[src/rtl/pc_sequencer.sv]
// Program-counter sequencer: increments, branches, jumps, CALL/RET through a return-address stack, halt/resume.
// Latency: every redirect or increment appears on pc one clock after the cycle that requested it; all outputs are registered.
// Backpressure: none; halt freezes pc and the stack, and a control-flow instruction offered while halt=1 is dropped.
//
// Ports:
//   clk, reset (synchronous, active-low)
//   halt, resume          - enter / leave the HALTED state
//   br_valid, br_mode     - control-flow instruction present and its kind
//                           (0 BLT, 1 BNE, 2 BEQ, 3 BGE, 4 JREL, 5 JABS, 6 CALL, 7 RET)
//   cmp_lt, cmp_eq        - comparison flags for the conditional modes
//   br_off, br_target     - signed relative offset / absolute target
//   pc, halted, taken     - registered fetch address, state flag, redirect-taken flag
//   ras_err               - sticky return-stack overflow/underflow flag
module pc_sequencer #(
    parameter int              PC_W      = 8,
    parameter int              OFF_W     = 8,
    parameter int              RAS_DEPTH = 4,
    parameter logic [PC_W-1:0] RESET_PC  = '0
) (
    input  logic             clk,
    input  logic             reset,
    input  logic             halt,
    input  logic             resume,
    input  logic             br_valid,
    input  logic [2:0]       br_mode,
    input  logic             cmp_lt,
    input  logic             cmp_eq,
    input  logic [OFF_W-1:0] br_off,
    input  logic [PC_W-1:0]  br_target,
    output logic [PC_W-1:0]  pc,
    output logic             halted,
    output logic             taken,
    output logic             ras_err
);

    localparam int CNT_W = $clog2(RAS_DEPTH + 1);
    localparam int IDX_W = (RAS_DEPTH > 1) ? $clog2(RAS_DEPTH) : 1;

    localparam logic [0:0] ST_RUN    = 1'b0;
    localparam logic [0:0] ST_HALTED = 1'b1;

    localparam logic [2:0] M_BLT  = 3'd0;
    localparam logic [2:0] M_BNE  = 3'd1;
    localparam logic [2:0] M_BEQ  = 3'd2;
    localparam logic [2:0] M_BGE  = 3'd3;
    localparam logic [2:0] M_JREL = 3'd4;
    localparam logic [2:0] M_JABS = 3'd5;
    localparam logic [2:0] M_CALL = 3'd6;
    localparam logic [2:0] M_RET  = 3'd7;

    logic [0:0]       state, state_nxt;
    logic [PC_W-1:0]  pc_nxt;
    logic             taken_nxt;
    logic             err_nxt;
    logic             push, pop;
    logic [CNT_W-1:0] count;
    logic [PC_W-1:0]  ras [RAS_DEPTH];

    logic [PC_W-1:0]  pc_inc;
    logic [PC_W-1:0]  pc_rel;
    logic [PC_W-1:0]  off_ext;
    logic [IDX_W-1:0] wr_idx;
    logic [IDX_W-1:0] rd_idx;
    logic             full, empty;
    logic             cond_take;

    // Sized cast of a signed operand sign-extends; works for OFF_W == PC_W too.
    assign off_ext = PC_W'($signed(br_off));
    assign pc_inc  = pc + PC_W'(1);
    assign pc_rel  = pc + off_ext;

    assign full   = (count == CNT_W'(RAS_DEPTH));
    assign empty  = (count == '0);
    assign wr_idx = IDX_W'(count);
    assign rd_idx = IDX_W'(count - CNT_W'(1));

    always_comb begin
        cond_take = 1'b0;
        case (br_mode)
            M_BLT:   cond_take = cmp_lt;
            M_BNE:   cond_take = !cmp_eq;
            M_BEQ:   cond_take = cmp_eq;
            M_BGE:   cond_take = !cmp_lt;
            default: cond_take = 1'b0;
        endcase
    end

    always_comb begin
        state_nxt = state;
        pc_nxt    = pc;
        taken_nxt = 1'b0;
        err_nxt   = ras_err;
        push      = 1'b0;
        pop       = 1'b0;
        case (state)
            ST_RUN: begin
                if (halt) begin
                    // pc holds and any instruction offered this cycle is dropped.
                    state_nxt = ST_HALTED;
                end else begin
                    pc_nxt = pc_inc;
                    if (br_valid) begin
                        case (br_mode)
                            M_BLT, M_BNE, M_BEQ, M_BGE: begin
                                if (cond_take) begin
                                    pc_nxt    = pc_rel;
                                    taken_nxt = 1'b1;
                                end
                            end
                            M_JREL: begin
                                pc_nxt    = pc_rel;
                                taken_nxt = 1'b1;
                            end
                            M_JABS: begin
                                pc_nxt    = br_target;
                                taken_nxt = 1'b1;
                            end
                            M_CALL: begin
                                // Overflow still jumps; only the return address is lost.
                                if (full) err_nxt = 1'b1;
                                else      push    = 1'b1;
                                pc_nxt    = br_target;
                                taken_nxt = 1'b1;
                            end
                            default: begin // M_RET
                                if (empty) begin
                                    err_nxt = 1'b1; // falls through to pc+1
                                end else begin
                                    pop       = 1'b1;
                                    pc_nxt    = ras[rd_idx];
                                    taken_nxt = 1'b1;
                                end
                            end
                        endcase
                    end
                end
            end
            default: begin // ST_HALTED
                if (!halt && resume) state_nxt = ST_RUN;
            end
        endcase
    end

    always_ff @(posedge clk) begin
        if (!reset) begin
            state   <= ST_RUN;
            pc      <= RESET_PC;
            taken   <= 1'b0;
            ras_err <= 1'b0;
            count   <= '0;
        end else begin
            state   <= state_nxt;
            pc      <= pc_nxt;
            taken   <= taken_nxt;
            ras_err <= err_nxt;
            if (push)     count <= count + CNT_W'(1);
            else if (pop) count <= count - CNT_W'(1);
        end
    end

    // Stack storage needs no reset: clearing count is enough to discard it.
    always_ff @(posedge clk) begin
        if (reset && push) ras[wr_idx] <= pc_inc;
    end

    assign halted = (state == ST_HALTED);

endmodule

[config.mk]
export PLATFORM = sky130hd
export DESIGN_NAME = pc_sequencer
export DESIGN_NICKNAME = d
export VERILOG_FILES = /design/src/rtl/pc_sequencer.sv
export SDC_FILE = /design/constraint.sdc
export NUM_CORES = 1
export LEC_CHECK = 0
export CORE_ASPECT_RATIO = 2
export CORE_MARGIN = 2
export CORE_UTILIZATION = 49
export DETAILED_ROUTE_END_ITERATION = 16
export DONT_BUFFER_PORTS = 1
export PLACE_DENSITY = 0.68
export SYNTH_ARGS = -nofsm -noshare
export SYNTH_HDL_FRONTEND = slang
export SYNTH_SLANG_ARGS = --single-unit
[constraint.sdc]
create_clock -name clk -period 4.4 [get_ports clk]
set_input_delay 1.1 -clock clk [delete_from_list [all_inputs] [get_ports clk]]
set_output_delay 1.1 -clock clk [all_outputs]
set_load 0.01 [all_outputs]
* Word-level counts from Yosys, hierarchy flattened *
Memory sizes are Yosys's and may differ from the RTL's.
Index checks and enable logic that the tools add are counted.

operators by class
  add/sub/neg operators = 4
  equal/unequal tests = 8
  muxes and demuxes = 27
  bitwise operators = 5
  reduce and logical (&&, ||, !) cells = 17

operators by type and width
  kind                   count
  $mux W8                3
  $pmux W8 S3            1
  $mux W1                18
  $eq A3 B3 Y1 const B   4
  $add A8 B1 Y8 const B  1
  $add A8 B8 Y8          1
  $reduce_or A4 Y1       2
  $reduce_or A7 Y1       1
  $eq A3 B2 Y1 const B   2
  $logic_not A3 Y1       2
  $mux W3                2
  $reduce_and A6 Y1      1
  $reduce_or A6 Y1       1
  $not A1 Y1             5
  $pmux W1 S2            2
  $pmux W1 S4            1
  $reduce_bool A2 Y1     2
  $add A3 B1 Y3 const B  1
  $eq A3 B1 Y1 const B   1
  $logic_not A1 Y1       3
  $reduce_or A3 Y1       1
  $sub A3 B1 Y3 const B  1
  $logic_and A1 B1 Y1    2
  $ne A2 B2 Y1 const B   1
  2 further kinds        2

storage, ports and cells
  register bits = 14
  RAM bits = 32
  input bits = 26
  logic and storage cells = 67
  memories kept = 1

memories
  memory  depth  width  read ports  clocked after Yosys merged registers in  wr ports  line  text
  ras     4      8      1           0                                        1         57    logic [PC_W-1:0] ras [RAS_DEPTH];

* Logic depth before layout (Yosys ltp) *
Gate-level depths: netlist (run 1).

  depth after elaboration = 9
  mapped depth = 9
  gate-level depth less buffers = 7

* Worst setup path before layout (run 1) *
Ideal clock, no wire load.

  path type = input to register
  from = input br_off[0]
  to = register pc[6]
  setup time = 0.126 ns
  arrival time = 2.435 ns
  required time = 4.274 ns
  setup slack = 1.839 ns
  stages = 7
  path buffers = 0
  cells stage by stage = ha_1 fa_1 a211oi_1 o21ai_0 a21o_1 nand4_1 o211ai_1

between the ends
  word-level cells in the longest chain between the ends = 4

RTL lines
  element               line  text
  from (decl)           28    input logic [OFF_W-1:0] br_off,
  $add A8 B8 Y8 (*)     70    assign pc_rel = pc + off_ext;
  $mux W8               105   if (cond_take) begin
  $pmux W8 S3 (*)       103   case (br_mode)
  $mux W8 (*)           102   if (br_valid) begin
  to (signal assigned)  153   pc <= pc_nxt;
  to (decl)             30    output logic [PC_W-1:0] pc,

Every way passes the cells marked *; elsewhere a longest branch is shown, timed or not.
A chain may end at the register's enable or synchronous reset.

* Final worst setup path (run 1) *
  from = register count[0]
  to = memory ras[2][5] (enable)

between the ends
  word-level cells in the longest chain between the ends = 9

RTL lines
  element                        line  text
  from (decl)                    56    logic [CNT_W-1:0] count;
  from (signal assigned)         156   if (push) count <= count + CNT_W'(1);
  from (signal assigned)         157   else if (pop) count <= count - CNT_W'(1);
  $eq A3 B3 Y1                   72    assign full = (count == CNT_W'(RAS_DEPTH));
  $mux W1                        120   if (full) err_nxt = 1'b1;
  $mux W1                        103
  $mux W1                        102
  $mux W1                        97    if (halt) begin
  $mux W1                        95    case (state)
  $logic_and A1 B1 Y1            163   if (reset && push) ras[wr_idx] <= pc_inc;
  $mux W1                        163
  $mux W1 (not written as such)  163
  to (decl)                      57

Several ways; a longest one is shown, not always the timed one.

==> results.md, run 1 <==
- Outcome: finished clean
- Synth unique cells: 51
- Critical Path Start: count[0]$_SDFFE_PN0P_
- Post-CTS setup buffers: 0
- RSZ-0062 raised after global routing: no
- Setup TNS Final: 0 ns
- Post-Syn Instances: 227
- R2r endpoint: ras[2][5]$_DFFE_PP_
- Max cap viols: 0
- Clock root buffer: clkbuf_8
- First-pass GRT wire length: 9.54 mm
- Internal: 0.000650 W
- Slowest Stage Delay on Critical Path: 0.69 ns
- Yosys warns: 0
- Top_reg_cell synth: edfxtp_1
- Comb pwr share: 16.6%
- Critical path startpoint category: flop
- CTS tree: built
- CTS Hold Bufs: 0
- Mean post-synth cell area: 11.6 sq um
- DRT iter0 DRCs: 75
- CP arrival: 2.66 ns
- R2R Path Start: count[0]$_SDFFE_PN0P_
- Final Non-Filler Cells: 287
- Critical path cell sequence: inv_1 > ha_1 > a211oi_1 > and3_1 > and2_1
- CTS Buf Count: 5
- GRT overflow: 0
- Post-DRT Antenna Nets: 0
- Final Setup Violations: 0
- VDD IR-drop max: 297 uV
- Post-synth EDFFs: 32
- Hold Crit Class: reg2reg
- CP max FO: 11
- Crit. End Element: flop
- Nets: 268
- Share of cells above drive strength 1: 7.86%
- Final Hold Fails: 0
- Overall routed net length: 5.89 mm
- Synth Register Bits: 46
- Worst slack, placed: 1.61 ns
- Crit path depth: 5
- Total track usage: 21.2%
- Via count: 1854
- Vias per cell: 6.46
- Clock power frac: 28.3%
- Die footprint: 6010 sq um
- Req. time, crit path: 4.36 ns
- Final instance area: 2740 sq um
- Leak: 0.947 nW
- Detailed Place HPWL: 4.59 mm
- CTS clk-pin slew, worst paths: 0.08 ns
- CTS sink cnt: 46
- Fmax: 0.370 GHz
- Post-Syn Nets: 267
- Synthesized area: 2630 sq um
- Placed cell count: 279
- Die Ht: 108 um
- Clock Path Buffers: 2
- H-tree depth: 2
- Final max-slew violation count: 0
- Crit-path slowest cell: dfxtp_1
- Most frequent cells in the layout: edfxtp_1 (32), nand2_1 (18), o21ai_0 (18)
- Chip Width: 55.8 um
- Capture point of the worst path: ras[2][5]$_DFFE_PP_
- Routability cong.: 0.835
- Row Count: 37
- Initial antenna violation count: 0
- Period minus WS final: 2.71 ns
- Leading cell type in the layout, fill and taps excluded: edfxtp_1
- Area of the core: 5180 sq um
- Initial Util: 50.8%
- Worst slew pin tran: 0.576 ns
- CP delay by family, top: flip-flops
- Post-CTS resize count: 0
- Post-synth ARST share: 0%
- Ports: 37
- Worst R2R Setup Slack: 1.69 ns
- Post-DP Area: 2650 sq um
- Worst Reg-to-Reg Cells: 5
- Psw: 0.000245 W
- PnR worst setup slack: 1.69 ns
- Layout Skew: 0.0128 ns
- Fin crit share: 61.5%
- Clock Latency Late Sink: 0.31 ns
- P per Cell Area: 327 nW/um^2
- Area Growth Syn to Fin: 3.99%
- Fraction of power spent switching nets: 27.3%
- Pin count of the biggest net entering global routing: 15
- Max_slew headroom: 61.6%
- CP Class: reg2reg
- # port buffers: 0
- Part of the power in registers: 55.1%
- Drt pass-1 iters: 4
- Inserted Diodes: 0
- Register area share after synthesis: 47.1%
- CP Buf/Inv Count: 1
- WL/cell: 20.5 um
- DRC: 0
- Fillers: 465
- Vias in the first global route: 1893
## metrics by stage
stage / total power (W) / hold WS [ns] / utilization (%)
4_1_cts: 0.000902 / 0.508 / 52.8
5_1_grt: 0.000940 / 0.550 / 52.8
6_report: 0.000895 / 0.503 / 52.8
3_3_place_gp: 0.000649 / 0.502 / 51.2
3_5_place_dp: 0.000650 / 0.499 / 51.2
2_1_floorplan: 0.000620 / 0.465 / -
## kinds of logic after synthesis
group,synth area share [%]
compound gates,19.2
xor+xnor,2.99
fa+ha+maj,6.94
buf+inv,2.90
flops,47.1
mux,7.55
simple gates,13.3
## power by group through the flow
| stage | clock network (W) | logic, W | registers (W) |
|---|---|---|---|
| 2_1_floorplan | 0 | 0.000123 | 0.000497 |
| 3_3_place_gp | 0 | 0.000147 | 0.000503 |
| 3_5_place_dp | 0 | 0.000147 | 0.000503 |
| 4_1_cts | 0.000261 | 0.000148 | 0.000493 |
| 5_1_grt | 0.000277 | 0.000167 | 0.000495 |
| 6_report | 0.000253 | 0.000148 | 0.000493 |
## Yosys cell counts, types with 6 or more instances
cell	count	area [sq um]
nand2_1	18	67.6
dfxtp_1	14	280
o21ai_0	18	90.1
ha_1	13	163
inv_1	6	22.5
nor2_1	11	41.3
a21oi_1	9	45.0
edfxtp_1	32	961
nand3_1	9	45.0
xnor2_1	6	52.6
## worst min path at each step
| stage | start | end | cells past startpoint |
|---|---|---|---|
| 2_1_floorplan | count[1]$_SDFFE_PN0P_ | count[1]$_SDFFE_PN0P_ | 2 |
| 3_3_place_gp | count[1]$_SDFFE_PN0P_ | count[1]$_SDFFE_PN0P_ | 2 |
| 3_5_place_dp | count[1]$_SDFFE_PN0P_ | count[1]$_SDFFE_PN0P_ | 2 |
| 4_1_cts | count[1]$_SDFFE_PN0P_ | count[1]$_SDFFE_PN0P_ | 2 |
| 5_1_grt | count[1]$_SDFFE_PN0P_ | count[1]$_SDFFE_PN0P_ | 2 |
| 6_report | count[1]$_SDFFE_PN0P_ | count[1]$_SDFFE_PN0P_ | 2 |
## state kept, by name, indices dropped and copies added (netlist names)
| name | count |
|---|---|
| ras | 32 |
| pc | 8 |
| count | 3 |
| halted | 1 |
| ras_err | 1 |
| taken | 1 |
## cell type report
class | instances | area [sq um] | share of cell area [%]
multi-input combinational | 169 | 1320 | 48.1
sequential | 46 | 1240 | 45.3
clock buffer | 6 | 72.6 | 2.65
tap | 58 | 72.6 | 2.65
inverter | 6 | 22.5 | 0.822
clock inverter | 2 | 13.8 | 0.503
## worst reg2reg max path, cell delays in order, from the launching register on
cell and delay [ns]:
dfxtp_1 0.69, inv_1 0.21, ha_1 0.30, a211oi_1 0.49, and3_1 0.28, and2_1 0.40
## layer usage
metal	global-route usage, %	wire length, um
met1	21.1	2010
met2	39.2	3320
met3	4.33	292
met4	13.3	269
met5	0	0
Note: power is estimated with default switching activity, not from simulation.
==> run 2: changes to the inputs <==
--- a/config.mk
+++ b/config.mk
@@ -10,7 +10,7 @@
 export CORE_UTILIZATION = 49
 export DETAILED_ROUTE_END_ITERATION = 16
 export DONT_BUFFER_PORTS = 1
-export PLACE_DENSITY = 0.68
+export PLACE_DENSITY = 0.7
 export SYNTH_ARGS = -nofsm -noshare
 export SYNTH_HDL_FRONTEND = slang
 export SYNTH_SLANG_ARGS = --single-unit
==> constraint.sdc (replaced) <==
create_clock -name clk -period 2.2 [get_ports clk]
set_input_delay 0.55 -clock clk [delete_from_list [all_inputs] [get_ports clk]]
set_output_delay 0.55 -clock clk [all_outputs]
set_load 0.01 [all_outputs]
==> run 2 against run 1 <==
Critical path depth increased by 1. Maximum frequency increased by 34%. Sequential share of layout area decreased by 2.2 points. Sequential cell count unchanged. Clock skew decreased by 0.0049 ns. Design area increased by 5.1%. First-iteration DRC count increased by 31%. Count of clock-buffer cells in the layout decreased by 1. Critical path type unchanged. Largest power group unchanged.
==> results.md, run 2 (synthesis results as in run 1) <==
- Outcome: finished clean
- Max_slew headroom: 58.9% (-2.7 points)
- Clock Latency Late Sink: 0.30 ns (about the same)
- Critical path startpoint category: flop
- CTS Hold Bufs: 0 (unchanged)
- CTS tree: built
- Inserted Diodes: 0 (unchanged)
- Row Count: 37 (unchanged)
- Initial Util: 50.8% (unchanged)
- Crit. End Element: flop
- Share of cells above drive strength 1: 15.0% (+7.1 points)
- DRC: 0 (unchanged)
- CP arrival: 1.97 ns (-0.69 ns)
- Hold Path Depth: 1 (-1)
- Post-CTS resize count: 0 (unchanged)
- Post-DP Area: 2790 sq um (+5.1%)
- Die Ht: 108 um (unchanged)
- Total track usage: 21.5% (+0.27 points)
- H-tree depth: 2 (unchanged)
- Worst Reg-to-Reg Cells: 6 (+1)
- Clock Path Buffers: 2 (unchanged)
- Vias per cell: 6.35 (-1.7%)
- Detailed Place HPWL: 4.80 mm (+4.7%)
- Fmax: 0.495 GHz (+34%)
- Post-DRT Antenna Nets: 0 (unchanged)
- Final instance area: 2880 sq um (+5.1%)
- Layout Skew: 0.00788 ns (-0.00493 ns)
- CP Class: reg2reg
- Final max-slew violation count: 0 (unchanged)
- Routability cong.: 0.830 (-0.63%)
- Nets: 286 (+6.7%)
- Initial antenna violation count: 0 (unchanged)
- Overall routed net length: 6.08 mm (+3.3%)
- Die footprint: 6010 sq um (unchanged)
- Overall power: 0.00186 W (+110%)
- Post-CTS setup buffers: 0 (unchanged)
- PnR worst setup slack: 0.181 ns (-1.51 ns)
- Max cap viols: 0 (unchanged)
- Vias in the first global route: 1996 (+5.4%)
- Area Growth Syn to Fin: 9.31%
- Final Hold Fails: 0 (unchanged)
- WL/cell: 19.9 um (-2.8%)
- Req. time, crit path: 2.15 ns (-2.21 ns)
- Final Setup Violations: 0 (unchanged)
- Via count: 1937 (+4.5%)
- Period minus WS final: 2.02 ns (-0.687 ns)
- Leading cell type in the layout, fill and taps excluded: edfxtp_1
- GRT overflow: 0 (unchanged)
- First-pass GRT wire length: 9.72 mm (+1.9%)
- Worst slack, placed: -0.0323 ns (-1.64 ns)
- CTS Buf Count: 5 (unchanged)
- P per Cell Area: 645 nW/um^2 (+97%)
- Most frequent cells in the layout: edfxtp_1 (32), nand2_1 (18), o21ai_0 (18), buf_4 (18), dfxtp_1 (14)
- Top Registers: ras x32, pc x8, count x3
- RSZ-0062 raised after global routing: no
- Fin crit share: 91.8% (+30 points)
- Ports: 37 (unchanged)
- # port buffers: 0 (unchanged)
- Largest register FFs: 32 (unchanged)
- VDD IR-drop max: 430 uV (+45%)
- Area of the core: 5180 sq um (unchanged)
- Worst slew pin tran: 0.612 ns (+0.0369 ns)
- Drt pass-1 iters: 4 (unchanged)
- Hold Crit Class: in2reg
- Leak: 1.04 nW (+10%)
- CTS clk-pin slew, worst paths: 0.09 ns (about the same)
- CP max FO: 8 (-3)
- Pin count of the biggest net entering global routing: 17 (+2)
- Setup TNS Final: 0 ns (unchanged)
- Largest Register: ras
- DRT iter0 DRCs: 98 (+31%)
- Chip Width: 55.8 um (unchanged)
- Clock root buffer: clkbuf_8
- CTS sink cnt: 46 (unchanged)
[run 2: cell count changes in the layout (fill, tap and decap cells not counted)]
cell      delta
buf_4       +18
inv_6        +2
clkinv_4     -1
clkbuf_1     -1
[run 2: path summary, 6_finish.rpt]
check / from / to / slack [ns]
setup / recovery: count[0]$_SDFFE_PN0P_ / ras[0][1]$_DFFE_PP_ / 0.18
hold / removal: reset / count[2]$_SDFFE_PN0P_ / 0.38
setup reg to reg: count[0]$_SDFFE_PN0P_ / ras[0][1]$_DFFE_PP_ / 0.18
hold reg to reg: ras_err$_SDFFE_PN0P_ / ras_err$_SDFFE_PN0P_ / 0.55
[run 2: area by class of cell]
cell class	instances	area (sq um)
flip-flops and latches	46	1240
multi-input cells	169	1320
fillers	448	2310
clock inverters	3	22.5
well taps	58	72.6
inverters	6	22.5
clock buffers	5	68.8
repair buffers	18	135
[run 2: stage by stage]
stage / std cells / hold WS (ns) / utilization, %
2_1_floorplan: 227 / 0.465 / -
3_3_place_gp: 297 / 0.530 / 53.8
3_5_place_dp: 297 / 0.541 / 53.8
4_1_cts: 305 / 0.374 / 55.5
5_1_grt: 305 / 0.364 / 55.5
6_report: 305 / 0.378 / 55.5
[run 2: critical path: stages (launching register included)]
cell and delay (ns):
dfxtp_1 0.33, inv_1 0.09, ha_1 0.23, a211oi_1 0.26
buf_4 0.18, and3_1 0.19, and2_1 0.40
[run 2: power by group]
group          switching (W)  internal, W
Clock               0.000301     0.000230
Sequential         0.0000159     0.000947
Combinational       0.000201     0.000162
Total               0.000517      0.00134
[run 2: metal layers]
metal / vias to the layer above / track usage (%) / wire (um)
met2: 62 / 41.0 / 3380
met1: 929 / 22.2 / 2140
met4: 0 / 9.52 / 230
met3: 18 / 4.09 / 330
met5: - / 0 / 0
li1: 928 / - / -
==> run 3: changes to the inputs <==
--- a/config.mk
+++ b/config.mk
@@ -7,10 +7,10 @@
 export LEC_CHECK = 0
 export CORE_ASPECT_RATIO = 2
 export CORE_MARGIN = 2
-export CORE_UTILIZATION = 49
+export CORE_UTILIZATION = 45
 export DETAILED_ROUTE_END_ITERATION = 16
 export DONT_BUFFER_PORTS = 1
-export PLACE_DENSITY = 0.7
+export PLACE_DENSITY = 0.66
 export SYNTH_ARGS = -nofsm -noshare
 export SYNTH_HDL_FRONTEND = slang
 export SYNTH_SLANG_ARGS = --single-unit
==> run 3 against run 2 <==
Routed wire length up 2.2%. Total power grew 11%. Count of clock-buffer cells in the layout up 1. Register-to-register slack got worse by 0.03 ns. Maximum frequency shrank 1.3%. Setup slack worse by 0.027 ns. Clock power grew 37%. Critical path depth unchanged. Via count is 0.83% higher. Global-route usage fell by 0.96 points. Largest power group unchanged. Highest routed layer unchanged.
==> results.md, run 3 (synthesis results as in run 1) <==
- Initial Util: 46.5% (-4.3 points)
- Largest register FFs: 32 (unchanged)
- Detailed Place HPWL: 4.79 mm (-0.26%)
- R2r endpoint: pc[5]$_SDFFE_PN0P_
- CP Buf/Inv Count: 1 (-1)
- Post-CTS setup buffers: 0 (unchanged)
- Worst slew pin tran: 0.585 ns (-0.0277 ns)
- Worst slack, placed: 0.0342 ns (+0.0665 ns)
- Final max-slew violation count: 0 (unchanged)
- Worst Reg-to-Reg Cells: 6 (unchanged)
- Critical path cell sequence: inv_1 > ha_1 > mux4_2 > a221o_1 > a311oi_1 > o21ai_1
- Area Growth Syn to Fin: 11.4%
- Clock root buffer: clkbuf_16
- Worst Hold Path EP: count[2]$_SDFFE_PN0P_
- CTS tree: built
- Pin count of the biggest net entering global routing: 15 (-2)
- Via count: 1953 (+0.83%)
- Critical Path Start: count[1]$_SDFFE_PN0P_
- Hold_sp: reset
- Fin crit share: 93.0% (+1.2 points)
- Row Count: 39 (+5.4%)
- Crit-path slowest cell: ha_1
- VDD IR-drop max: 697 uV (+62%)
- DRC: 0 (unchanged)
- Slowest Stage Delay on Critical Path: 0.50 ns (+0.10 ns)
- Leading cell type in the layout, fill and taps excluded: edfxtp_1
- Period minus WS final: 2.05 ns (+0.0269 ns)
- GRT overflow: 0 (unchanged)
- Area of the core: 5660 sq um (+9.2%)
- Top Registers: ras x32, pc x8, count x3
- Final instance area: 2940 sq um (+2.0%)
- Clock Latency Late Sink: 0.28 ns (-0.02 ns)
- Drt pass-1 iters: 4 (unchanged)
- Leak: 1.06 nW (+2.1%)
- Clock Path Buffers: 2 (unchanged)
- RSZ-0062 raised after global routing: no
- Placed cell count: 300 (+1.0%)
- First-pass GRT wire length: 9.77 mm (+0.49%)
- WL/cell: 20.2 um (+1.2%)
- Ports: 37 (unchanged)
- Crit. End Element: flop
- Routability cong.: 0.841 (+1.3%)
- CP delay by family, top: compound AO/OA/AOI/OAI gates
- CTS Buf Count: 5 (unchanged)
- Max_slew headroom: 60.7% (+1.9 points)
- CP max FO: 8 (unchanged)
- Initial antenna violation count: 0 (unchanged)
- Final Hold Fails: 0 (unchanged)
- Fmax: 0.489 GHz (-1.3%)
- CP Class: reg2reg
- Inserted Diodes: 0 (unchanged)
- Req. time, crit path: 2.37 ns (+0.22 ns)
- Layout Skew: 0.00404 ns (-0.00383 ns)
- # port buffers: 0 (unchanged)
- Hold Path Depth: 1 (unchanged)
- Post-DRT Antenna Nets: 0 (unchanged)
- Setup TNS Final: 0 ns (unchanged)
- Core Util, Final: 51.9% (-3.7 points)
- Total track usage: 20.5% (-0.96 points)
- Chip Width: 58.1 um (+4.0%)
- Post-DP Area: 2790 sq um (+0.13%)
- Critical path startpoint category: flop
- R2R Path Start: count[1]$_SDFFE_PN0P_
- Die Ht: 112 um (+4.2%)
- PnR worst setup slack: 0.155 ns (-0.0269 ns)
- Overall routed net length: 6.22 mm (+2.2%)
- H-tree depth: 2 (unchanged)
- Hold Crit Class: in2reg
- Largest Register: ras
- Max cap viols: 0 (unchanged)
- DRT iter0 DRCs: 121 (+23%)
- CTS clk-pin slew, worst paths: 0.06 ns (-0.03 ns)
- CP arrival: 2.22 ns (+0.25 ns)
- Vias per cell: 6.34 (-0.16%)
- P per Cell Area: 699 nW/um^2 (+8.4%)
- Final Setup Violations: 0 (unchanged)
- Die footprint: 6520 sq um (+8.4%)
- Worst R2R Setup Slack: 0.15 ns (-0.03 ns)
- Share of cells above drive strength 1: 15.0% (unchanged)
- Final Non-Filler Cells: 308 (+0.98%)
- Nets: 286 (unchanged)
- Most frequent cells in the layout: edfxtp_1 (32), nand2_1 (18), o21ai_0 (18), buf_4 (18), dfxtp_1 (14)
- CTS sink cnt: 46 (unchanged)
- Vias in the first global route: 1956 (-2.0%)
- Outcome: finished clean
-- run 3: cell types whose count changed in the layout (fill, tap and decap cells not counted) --
cell / change
and2_2: +1
clkbuf_1: +1
and2_1: -1
inv_6: -2
clkbuf_8: -5
clkbuf_16: +5
clkinv_4: +1
-- run 3: layer usage --
metal  share of wire, %  vias up  global-route usage (%)
met5                  0        -                       0
met4                4.2        0                    12.1
met3                4.3       19                    4.61
met2                 56       62                    36.7
met1                 35      941                    20.8
li1                   -      931                       -
-- run 3: worst max path at each step --
stage / endpoint / cells after the start / slack, ns
after floorplan: ras[0][0]$_DFFE_PP_ / 6 / 0.14
after global placement: pc[7]$_SDFFE_PN0P_ / 7 / 0.06
after detailed placement: pc[6]$_SDFFE_PN0P_ / 7 / 0.03
after CTS: pc[5]$_SDFFE_PN0P_ / 6 / 0.12
after global routing: pc[7]$_SDFFE_PN0P_ / 6 / 0.04
final: pc[5]$_SDFFE_PN0P_ / 6 / 0.15
-- run 3: power by group --
part / internal [W] / leakage, nW / switching (W)
combinational: 0.000160 / 0.594 / 0.000198
sequential: 0.000949 / 0.400 / 0.0000198
clock: 0.000421 / 0.0708 / 0.000305
total: 0.00153 / 1.06 / 0.000522
-- run 3: worst register-to-register path: cells and delay by family (launching register included) --
kind	cells	cell delay (ns)
compound gates	3	0.62
fa+ha+maj	1	0.50
flops	1	0.38
mux	1	0.36
buf+inv	1	0.07
-- run 3: area by class of cell --
cell class                 instances  area (sq um)
clock buffer                       6           129
clock inverter                     2          13.8
fill                             503          2730
inverter                           6          22.5
multi-input combinational        169          1320
sequential                        46          1240
tap                               61          76.3
timing repair buffer              18           135
-- run 3: through the flow --
stage | total power [W] | hold slack (ns)
global placement | 0.00134 | 0.491
finish | 0.00205 | 0.383
global route | 0.00216 | 0.374
detailed placement | 0.00134 | 0.499
floorplan | 0.00124 | 0.465
CTS | 0.00208 | 0.378
-- run 3: timing repair --
action                                  4_1_cts  5_1_grt
resized for setup                             0        1
hold buffers                                  0        0
endpoints found under the setup margin        0        8
